===== config.mk =====
export PLATFORM = sky130hd
export DESIGN_NAME = stimulus_checker_3input
export DESIGN_NICKNAME = d
export VERILOG_FILES = /design/src/rtl/stim3_pkg.sv /design/src/rtl/vector_rom_3input.sv /design/src/rtl/stimulus_checker_3input.sv
export SDC_FILE = /design/constraint.sdc
export NUM_CORES = 1
export LEC_CHECK = 0
export ABC_CLOCK_PERIOD_IN_PS = 2490
export BUFFER_PORTS_ARGS = -buffer_cell sky130_fd_sc_hd__buf_2
export CAP_MARGIN = 5
export CORE_ASPECT_RATIO = 1.75
export CORE_MARGIN = 2
export CORE_UTILIZATION = 40
export CTS_CLUSTER_SIZE = 30
export DETAILED_ROUTE_END_ITERATION = 10
export GPL_TIMING_DRIVEN = 0
export PLACE_DENSITY_LB_ADDON = 0.08
export RECOVER_POWER = 25
export SYNTH_ARGS = -nofsm -noshare
export SYNTH_HDL_FRONTEND = slang
export SYNTH_SLANG_ARGS = --single-unit
export TNS_END_PERCENT = 5

===== constraint.sdc =====
create_clock -name clk -period 2.49 [get_ports clk]
set_input_delay 0.3735 -clock clk [delete_from_list [all_inputs] [get_ports clk]]
set_output_delay 0.3735 -clock clk [all_outputs]
set_load 0.005 [all_outputs]

===== src/rtl/stim3_pkg.sv =====
// ---------------------------------------------------------------------------
// stim3_pkg
//   Shared definitions for the 3-input stimulus sequencer / equivalence
//   checker.
//   - state_t    : run-controller FSM states
//   - WALK_TABLE : walking-ones style vector table, entries are {a,b,c}
//   - num_vec()  : number of vectors in a run for a given sequence mode
// ---------------------------------------------------------------------------
package stim3_pkg;

  typedef enum logic [2:0] {
    ST_IDLE   = 3'd0,
    ST_SETTLE = 3'd1,
    ST_CHECK  = 3'd2,
    ST_HOLD   = 3'd3,
    ST_DONE   = 3'd4
  } state_t;

  localparam int unsigned WALK_LEN = 7;
  localparam int unsigned BIN_LEN  = 8;

  // Entries are {a,b,c}: ones walk in from a, then walk out from a.
  localparam logic [2:0] WALK_TABLE [0:WALK_LEN-1] = '{
    3'b000, 3'b100, 3'b110, 3'b111, 3'b011, 3'b001, 3'b000
  };

  // SEQ_MODE 0 walks WALK_TABLE, any other value counts 000..111.
  function automatic int unsigned num_vec(input int unsigned seq_mode);
    return (seq_mode == 0) ? WALK_LEN : BIN_LEN;
  endfunction

endpackage


===== src/rtl/vector_rom_3input.sv =====
// ---------------------------------------------------------------------------
// vector_rom_3input
//   Purely combinational vector source for the stimulus sequencer.
//   Parameters:
//     SEQ_MODE  0 = walk table (7 entries), 1 = binary count (8 entries)
//   Ports:
//     idx   in   3   vector index
//     vec   out  3   {a,b,c} for that index (000 past the end of the walk)
// ---------------------------------------------------------------------------
module vector_rom_3input
  import stim3_pkg::*;
#(
  parameter int unsigned SEQ_MODE = 0
) (
  input  logic [2:0] idx,
  output logic [2:0] vec
);

  always_comb begin
    vec = 3'b000;
    if (SEQ_MODE == 0) begin
      case (idx)
        3'd0:    vec = WALK_TABLE[0];
        3'd1:    vec = WALK_TABLE[1];
        3'd2:    vec = WALK_TABLE[2];
        3'd3:    vec = WALK_TABLE[3];
        3'd4:    vec = WALK_TABLE[4];
        3'd5:    vec = WALK_TABLE[5];
        3'd6:    vec = WALK_TABLE[6];
        default: vec = 3'b000;
      endcase
    end else begin
      // Binary count: the vector is the index itself.
      vec = idx;
    end
  end

endmodule


===== src/rtl/stimulus_checker_3input.sv =====
// ---------------------------------------------------------------------------
// stimulus_checker_3input
//   Clocked stimulus sequencer and equivalence checker for the 3-input
//   circuit family (switch, assign and gate implementations). Drives a/b/c
//   from a vector table, waits SETTLE_CYCLES, compares the three {y1,y0}
//   pairs for one cycle, then holds the vector until HOLD_CYCLES have
//   elapsed before moving to the next one.
//
//   Parameters:
//     HOLD_CYCLES    cycles each vector is held (>= SETTLE_CYCLES+1)
//     SETTLE_CYCLES  cycles after a vector is applied before comparing (>= 1)
//     SEQ_MODE       0 = walk table (7 vectors), 1 = binary count (8 vectors)
//
//   Ports:
//     clk              in   1  rising-edge clock
//     rst              in   1  synchronous active-high reset
//     start            in   1  begin a run
//     a, b, c          out  1  stimulus to all three implementations
//     y1_sw, y0_sw     in   1  switch-level outputs
//     y1_as, y0_as     in   1  assign-level outputs
//     y1_gt, y0_gt     in   1  gate-level outputs
//     busy             out  1  run in progress
//     done             out  1  level, high in DONE
//     err_count        out  4  vectors that failed comparison this run
//     first_err_valid  out  1  a failure has been recorded this run
//     first_err_vec    out  3  {a,b,c} of the first failing vector
//     state_dbg        out  3  current FSM state (stim3_pkg::state_t encoding)
//
//   Start handshake: start is a request sampled on every rising edge; it is
//   accepted on an edge where the FSM is in IDLE or DONE (busy low) and is
//   silently dropped while busy is high. There is no acknowledge other than
//   busy rising after the accepting edge.
// ---------------------------------------------------------------------------
module stimulus_checker_3input
  import stim3_pkg::*;
#(
  parameter int unsigned HOLD_CYCLES   = 10,
  parameter int unsigned SETTLE_CYCLES = 2,
  parameter int unsigned SEQ_MODE      = 0
) (
  input  logic       clk,
  input  logic       rst,
  input  logic       start,
  output logic       a,
  output logic       b,
  output logic       c,
  input  logic       y1_sw,
  input  logic       y0_sw,
  input  logic       y1_as,
  input  logic       y0_as,
  input  logic       y1_gt,
  input  logic       y0_gt,
  output logic       busy,
  output logic       done,
  output logic [3:0] err_count,
  output logic       first_err_valid,
  output logic [2:0] first_err_vec,
  output logic [2:0] state_dbg
);

  // cnt only ever reaches HOLD_CYCLES-1.
  localparam int unsigned CW = $clog2(HOLD_CYCLES + 1);
  localparam logic [CW-1:0] HOLD_LAST   = CW'(HOLD_CYCLES - 1);
  localparam logic [CW-1:0] SETTLE_LAST = CW'(SETTLE_CYCLES - 1);
  localparam logic [2:0]    LAST_IDX    = 3'(num_vec(SEQ_MODE) - 1);

  state_t        state;
  logic [CW-1:0] cnt;
  logic [2:0]    idx;
  logic [2:0]    abc;

  logic [2:0]    rom_idx;
  logic [2:0]    rom_vec;
  logic          adv;
  logic          pass;

  // The ROM is addressed with the index that is about to be loaded:
  // vector 0 when starting, otherwise the next vector.
  always_comb begin
    rom_idx = idx + 3'd1;
    if (state == ST_IDLE || state == ST_DONE) begin
      rom_idx = 3'd0;
    end
  end

  vector_rom_3input #(
    .SEQ_MODE (SEQ_MODE)
  ) u_rom (
    .idx (rom_idx),
    .vec (rom_vec)
  );

  // All three implementations must agree on both output bits.
  assign pass = ({y1_sw, y0_sw} == {y1_as, y0_as}) &&
                ({y1_as, y0_as} == {y1_gt, y0_gt});

  // Advance when the current vector has been held for HOLD_CYCLES.
  // CHECK can itself be the last cycle when HOLD_CYCLES == SETTLE_CYCLES+1.
  always_comb begin
    adv = 1'b0;
    if (state == ST_CHECK) begin
      adv = (cnt >= HOLD_LAST);
    end else if (state == ST_HOLD) begin
      adv = (cnt == HOLD_LAST);
    end
  end

  always_ff @(posedge clk) begin
    if (rst) begin
      state           <= ST_IDLE;
      cnt             <= '0;
      idx             <= 3'd0;
      abc             <= 3'b000;
      busy            <= 1'b0;
      done            <= 1'b0;
      err_count       <= 4'd0;
      first_err_valid <= 1'b0;
      first_err_vec   <= 3'b000;
    end else begin
      case (state)
        ST_IDLE, ST_DONE: begin
          if (start) begin
            err_count       <= 4'd0;
            first_err_valid <= 1'b0;
            first_err_vec   <= 3'b000;
            idx             <= 3'd0;
            abc             <= rom_vec;
            cnt             <= '0;
            busy            <= 1'b1;
            done            <= 1'b0;
            state           <= ST_SETTLE;
          end
        end

        ST_SETTLE: begin
          cnt <= cnt + 1'b1;
          if (cnt == SETTLE_LAST) begin
            state <= ST_CHECK;
          end
        end

        ST_CHECK: begin
          if (!pass) begin
            err_count <= err_count + 4'd1;
            if (!first_err_valid) begin
              first_err_valid <= 1'b1;
              first_err_vec   <= abc;
            end
          end
          if (!adv) begin
            cnt   <= cnt + 1'b1;
            state <= ST_HOLD;
          end
        end

        ST_HOLD: begin
          if (!adv) begin
            cnt <= cnt + 1'b1;
          end
        end

        default: begin
          state <= ST_IDLE;
        end
      endcase

      // Vector boundary: either finish the run or load the next vector.
      if (adv) begin
        if (idx == LAST_IDX) begin
          abc   <= 3'b000;
          busy  <= 1'b0;
          done  <= 1'b1;
          state <= ST_DONE;
        end else begin
          idx   <= idx + 3'd1;
          abc   <= rom_vec;
          cnt   <= '0;
          state <= ST_SETTLE;
        end
      end
    end
  end

  assign a         = abc[2];
  assign b         = abc[1];
  assign c         = abc[0];
  assign state_dbg = state;

endmodule


==> results.yml, run 1 <==
status:
  status: "finished, final reports clean"
final_layout:
  nets: 180
  ff_latch_area_um2: 460.4
  multi_input_area_um2: 710.7
  diodes: 0
  area_growth_pct: 16.10
  layout-drive-gt1-share_pct: 21.34
  nFillCells: 285
  stdcell_count: 192
setup_path:
  path_class: "flip-flop to flip-flop"
  cp.required_ns: 2.70
  setup.worst_path.start_class: "flip-flop"
  cp_slowest_cell: "or3b_4"
  crit_chain: "or3b_4, o32a_4, a21oi_4, mux2_4, nor2_1"
  critPathTopFamily: "compound AO/OA/AOI/OAI gates"
  cp_max_fo: 8
  critPathMaxStageDelay_ns: 0.46
  cp.buffers_inverters: 0
  arrival_ns: 2.25
  crit_path_end_kind: "flip-flop"
synthesis:
  synth_xor_area_share_pct: 0.7269
  ys_ff_latch: 23
  synth-compound-area-share_pct: 22.22
  syn_inst: 137
  synthAdderAreaFrac_pct: 6.231
  yosys.area_share.simple_pct: 22.95
  netlist.area_leader.share_pct: 38.21
  yosys_warnings: 0
  synthMuxAreaShare_pct: 6.854
  synth_area_leader_cell: "dfxtp_1"
  syn_area_mm2: 0.001205
  synthTopCellsByCount: "dfxtp_1 (23), nor2_1 (17), nand2_1 (13), a21oi_1 (11), inv_1 (7)"
  yosys_most_used_dff: "dfxtp_1"
  synth_fp_nets: 152
  synth_cell_types: 39
  synth_top_family_by_area: "simple AND/OR/NAND/NOR gates"
  synth_area_per_cell_um2: 8.795
  synth_most_common_cell: "dfxtp_1"
  seq_area_frac_synth_pct: 38.21
  ys_top_cells_by_area: "dfxtp_1 (38%), ha_1 (6.2%), nor2_1 (5.3%), a21oi_1 (4.6%), nand2_1 (4.0%)"
  synth_enable_flop_cells: 0
  synthArstFlopShare_pct: 0
timing:
  fin_worst_skew_ns: 0.001082
  tns_ns: 0
  worst_pin_slew_ns: 0.5085
  slew_headroom_pct: 66.10
  setup_viol: 0
  finalHoldViolCount: 0
  max_freq_mhz: 488.1
  min_period_ns: 2.049
  min_period_over_period_pct: 82.28
  setup_ws_ns: 0.4412
  rsz0062_at_grt: "no"
  slew_viol_final: 0
cts:
  postCtsResizedCells: 0
  clkLatencyLatePin_ns: 0.27
  cts_setup_buffers: 0
  cts_tree: "done"
  cts.sinks: 23
  cts_root_buffer: "clkbuf_8"
  cts_buffers: 3
  clockBufferDepth: 2
  clk_pin_slew_ns: 0.08
  htree_levels: 1
  cts_hold_buf: 0
grt:
  grt_max_degree: 14
  grt_overflow: 0
  grt_use_total_pct: 17.47
  grt_antenna_before_repair: 0
  grt_pass1_vias: 1091
  grt_pass1_wl_mm: 4.678
route:
  drt_pass1_iterations: 7
  vias: 1094
  wl_per_cell_um: 14.51
  routed_wl_mm: 2.786
  drt_iter0_drc: 35
  via_per_inst: 5.698
  drc: 0
  postRouteAntennaNets: 0
placement:
  io_buffers: 23
  gp_congestion: 0.7737
  hpwl_mm: 2.145
  dp_cells: 188
  place_worst_setup_slack_ns: 0.4645
flow_run:
  max-cap-violations: 0
power:
  cellLeakagePower_nw: 0.5736
  vdd_drop_max_v: 0.0002792
  pwr_density_cell_mw_per_mm2: 524.3
floorplan:
  rows: 26
  coreArea_mm2: 0.002895
  dieWidth_um: 45.49
  pin_count: 25
  fp.dieH_um: 76.61
  start_util_pct: 41.62
  dieArea_mm2: 0.003485
min_path:
  hold_path_class: "input port to flip-flop"
## state kept, by name (all words and copies together) (netlist names)
signal and flops:
abc 3, busy 1, cnt 4, done 1, err_count 4, first_err_valid 1, first_err_vec 3, idx 3
state_dbg 3
## through the flow
| step | total power, mW | area (um^2) | hold WS [ns] | utilization [%] |
|---|---|---|---|---|
| detailed placement | 0.5058 | 1355 | 0.4498 | 46.80 |
| global placement | 0.5029 | 1355 | 0.4467 | 46.80 |
| finish | 0.7333 | 1399 | 0.4165 | 48.31 |
| CTS | 0.7450 | 1401 | 0.4107 | 48.40 |
| global route | 0.7736 | 1399 | 0.4478 | 48.31 |
| floorplan | 0.4697 | 1205 | 0.4527 | - |
## cell usage in the layout, fill, tap and decap left out, drive strengths merged, types with 3 or more instances in the layout
cell type  netlist  layout
nor3             5       5
nand2           13      13
o21ai            6       6
a21oi           12      12
buf              0      21
mux2i            3       3
inv              7       7
nand3b           4       4
nor2            17      17
mux2             4       4
ha               6       6
clkbuf           2       7
a22oi            4       4
dfxtp           23      23
## worst register-to-register path: cells and delay by family, from the launching register on
kind,cells,cell delay (ns)
AO/OA/AOI/OAI,2,0.68
AND/OR/NAND/NOR,2,0.55
flip-flops,1,0.44
multiplexers,1,0.33
## power breakdown
part | switching (mW) | leakage, nW | internal [mW] | total [mW]
registers | 0.0126 | 0.186 | 0.377 | 0.390
clock network | 0.125 | 0.0255 | 0.112 | 0.237
logic | 0.0650 | 0.362 | 0.0413 | 0.106
## path summary, 6_finish.rpt
kind / cells past startpoint / start / slack [ns] / to
worst max register to register: 5 / state_dbg[1] / 0.44 / idx[0]
worst min-delay path: 3 / start / 0.42 / state_dbg[2]
worst min register to register: 2 / done / 0.46 / done
worst max-delay path: 5 / state_dbg[1] / 0.44 / idx[0]
## area by class of cell
| class | instances | share of cell area (%) |
|---|---|---|
| plain buffers | 2 | 0.5367 |
| clock buffers | 3 | 2.952 |
| clock inverters | 1 | 0.3578 |
| inverters | 7 | 1.878 |
| multi-input cells | 105 | 50.81 |
| flip-flops and latches | 23 | 32.92 |
| well taps | 28 | 2.504 |
| repair buffers | 23 | 8.050 |
## kinds of logic after synthesis
kind of cell | count (synthesis)
buf+inv | 9
fa+ha+maj | 6
xor+xnor | 1
simple gates | 55
mux | 7
flops | 23
compound gates | 36
## layer usage
layer  global-route usage (%)  wire [um]
met1                    19.77       1154
met2                    29.86       1461
met3                    2.370         97
met4                    8.529         72
met5                        0          0
Power figures use the tool's default switching activity.
==> inputs of run 2 (changes only) <==
--- a/config.mk
+++ b/config.mk
@@ -5,7 +5,7 @@
 export SDC_FILE = /design/constraint.sdc
 export NUM_CORES = 1
 export LEC_CHECK = 0
-export ABC_CLOCK_PERIOD_IN_PS = 2490
+export ABC_CLOCK_PERIOD_IN_PS = 2000
 export BUFFER_PORTS_ARGS = -buffer_cell sky130_fd_sc_hd__buf_2
 export CAP_MARGIN = 5
 export CORE_ASPECT_RATIO = 1.75
==> constraint.sdc (replaced) <==
create_clock -name clk -period 2 [get_ports clk]
set_input_delay 0.3 -clock clk [delete_from_list [all_inputs] [get_ports clk]]
set_output_delay 0.3 -clock clk [all_outputs]
set_load 0.005 [all_outputs]
==> run 2 against run 1 <==
Effect of this change:
- die area did not move
- first-iteration DRC count is 14% higher
- global-route usage unchanged
- clock-buffer cell count is the same
- via count rose by 1.6%
- sequential power increased by 24%
- fmax up 6.6%
- sequential cell count did not move
- critical path type unchanged
- clock skew increased by 0.00082 ns
==> results.yml, run 2 (synthesis results as in run 1) <==
route:
  vias: 1112
  postRouteAntennaNets: 0
  wl_per_cell_um: 14.26
  routed_wl_mm: 2.781
  drt_iter0_drc: 40
  via_per_inst: 5.703
  drt_pass1_iterations: 6
  drc: 0
floorplan:
  fp.dieH_um: 76.61
  dieWidth_um: 45.49
  dieArea_mm2: 0.003485
  rows: 26
  start_util_pct: 41.62
  coreArea_mm2: 0.002895
  pin_count: 25
timing:
  finalHoldViolCount: 0
  slew_viol_final: 0
  setup_ws_ns: 0.07749
  rsz0062_at_grt: "no"
  min_period_over_period_pct: 96.13
  fin_worst_skew_ns: 0.001898
  setup_viol: 0
  tns_ns: 0
  worst_pin_slew_ns: 0.4990
  min_period_ns: 1.923
  slew_headroom_pct: 66.73
  worst_hold_slack_ns: 0.3424
  max_freq_mhz: 520.2
setup_path:
  setup.worst_path.start_class: "flip-flop"
  arrival_ns: 2.13
  cp.required_ns: 2.21
  cp_max_fo: 7
  r2r.worst_path.cells: 5
  path_class: "flip-flop to flip-flop"
  crit_path_end_kind: "flip-flop"
power:
  cellLeakagePower_nw: 0.5910
  pwr_density_cell_mw_per_mm2: 640.0
  vdd_drop_max_v: 0.0003177
grt:
  grt_pass1_wl_mm: 4.678
  grt_overflow: 0
  grt_use_total_pct: 17.47
  grt_antenna_before_repair: 0
  grt_max_degree: 14
  grt_pass1_vias: 1091
final_layout:
  area_growth_pct: 18.38
  top_regs: "cnt x4, err_count x4"
  layout_common_cells: "dfxtp_1 (21), buf_2 (21), nor2_1 (17), nand2_1 (13), a21oi_1 (11)"
  layout-drive-gt1-share_pct: 23.95
  diodes: 0
  nFillCells: 284
  nets: 183
min_path:
  hold_path_class: "input port to flip-flop"
  whs_path_depth: 3
status:
  status: "finished, final reports clean"
flow_run:
  max-cap-violations: 0
cts:
  cts_tree: "done"
  clkLatencyLatePin_ns: 0.27
  cts.sinks: 23
  clockBufferDepth: 2
  clk_pin_slew_ns: 0.08
  cts_root_buffer: "clkbuf_8"
  htree_levels: 1
  cts_buffers: 3
placement:
  place_worst_setup_slack_ns: -0.02546
  io_buffers: 23
  hpwl_mm: 2.145
  gp_congestion: 0.7737
-- run 2: worst max-delay path, cell delays in order, from the launching register on --
cell,delay (ns)
dfxtp_1,0.38
or3b_4,0.44
o32a_4,0.42
a21oi_4,0.22
mux2_4,0.32
nor2_1,0.09
-- run 2: metal layers --
metal	GRT usage (%)	share of wire [%]
met1	19.77	42
met2	29.86	52
met3	2.370	3.5
met4	8.529	2.6
met5	0	0
-- run 2: repair_timing --
item                                    in CTS  in global routing
endpoints found under the setup margin       2                  3
hold buffers                                 0                  0
pin swaps                                    0                  0
gates resized for setup                      1                  2
setup buffers                                0                  3
-- run 2: stage by stage --
stage / total power, mW / cell area (um^2) / cells / util, %
after global routing: 0.9640 / 1426 / 195 / 49.27
after global placement: 0.6261 / 1355 / 188 / 46.80
after detailed placement: 0.6298 / 1355 / 188 / 46.80
after CTS: 0.9279 / 1403 / 192 / 48.44
final: 0.9129 / 1426 / 195 / 49.27
after floorplan: 0.5848 / 1205 / 137 / -
-- run 2: cell type report --
type	instances	area (um^2)	share of cell area (%)
Clock inverter	1	5.005	0.3509
Buffer	2	7.507	0.5263
Timing Repair Buffer	26	135.1	9.474
Tap cell	28	35.03	2.456
Multi-Input combinational cell	105	710.7	49.82
Sequential cell	23	465.4	32.63
Clock buffer	3	41.29	2.895
Inverter	7	26.28	1.842
-- run 2: worst paths after layout --
kind | to | from | slack (ns)
worst max-delay path | idx[0] | state_dbg[2] | 0.08
worst min-delay path | state_dbg[2] | start | 0.34
worst max register to register | idx[0] | state_dbg[2] | 0.08
worst min register to register | done | done | 0.46
-- run 2: power breakdown --
group          switching (mW)  total, mW  internal (mW)  leakage [nW]
clock                   0.156      0.295          0.139        0.0255
sequential             0.0157      0.485          0.470         0.187
combinational          0.0805      0.132         0.0516         0.378
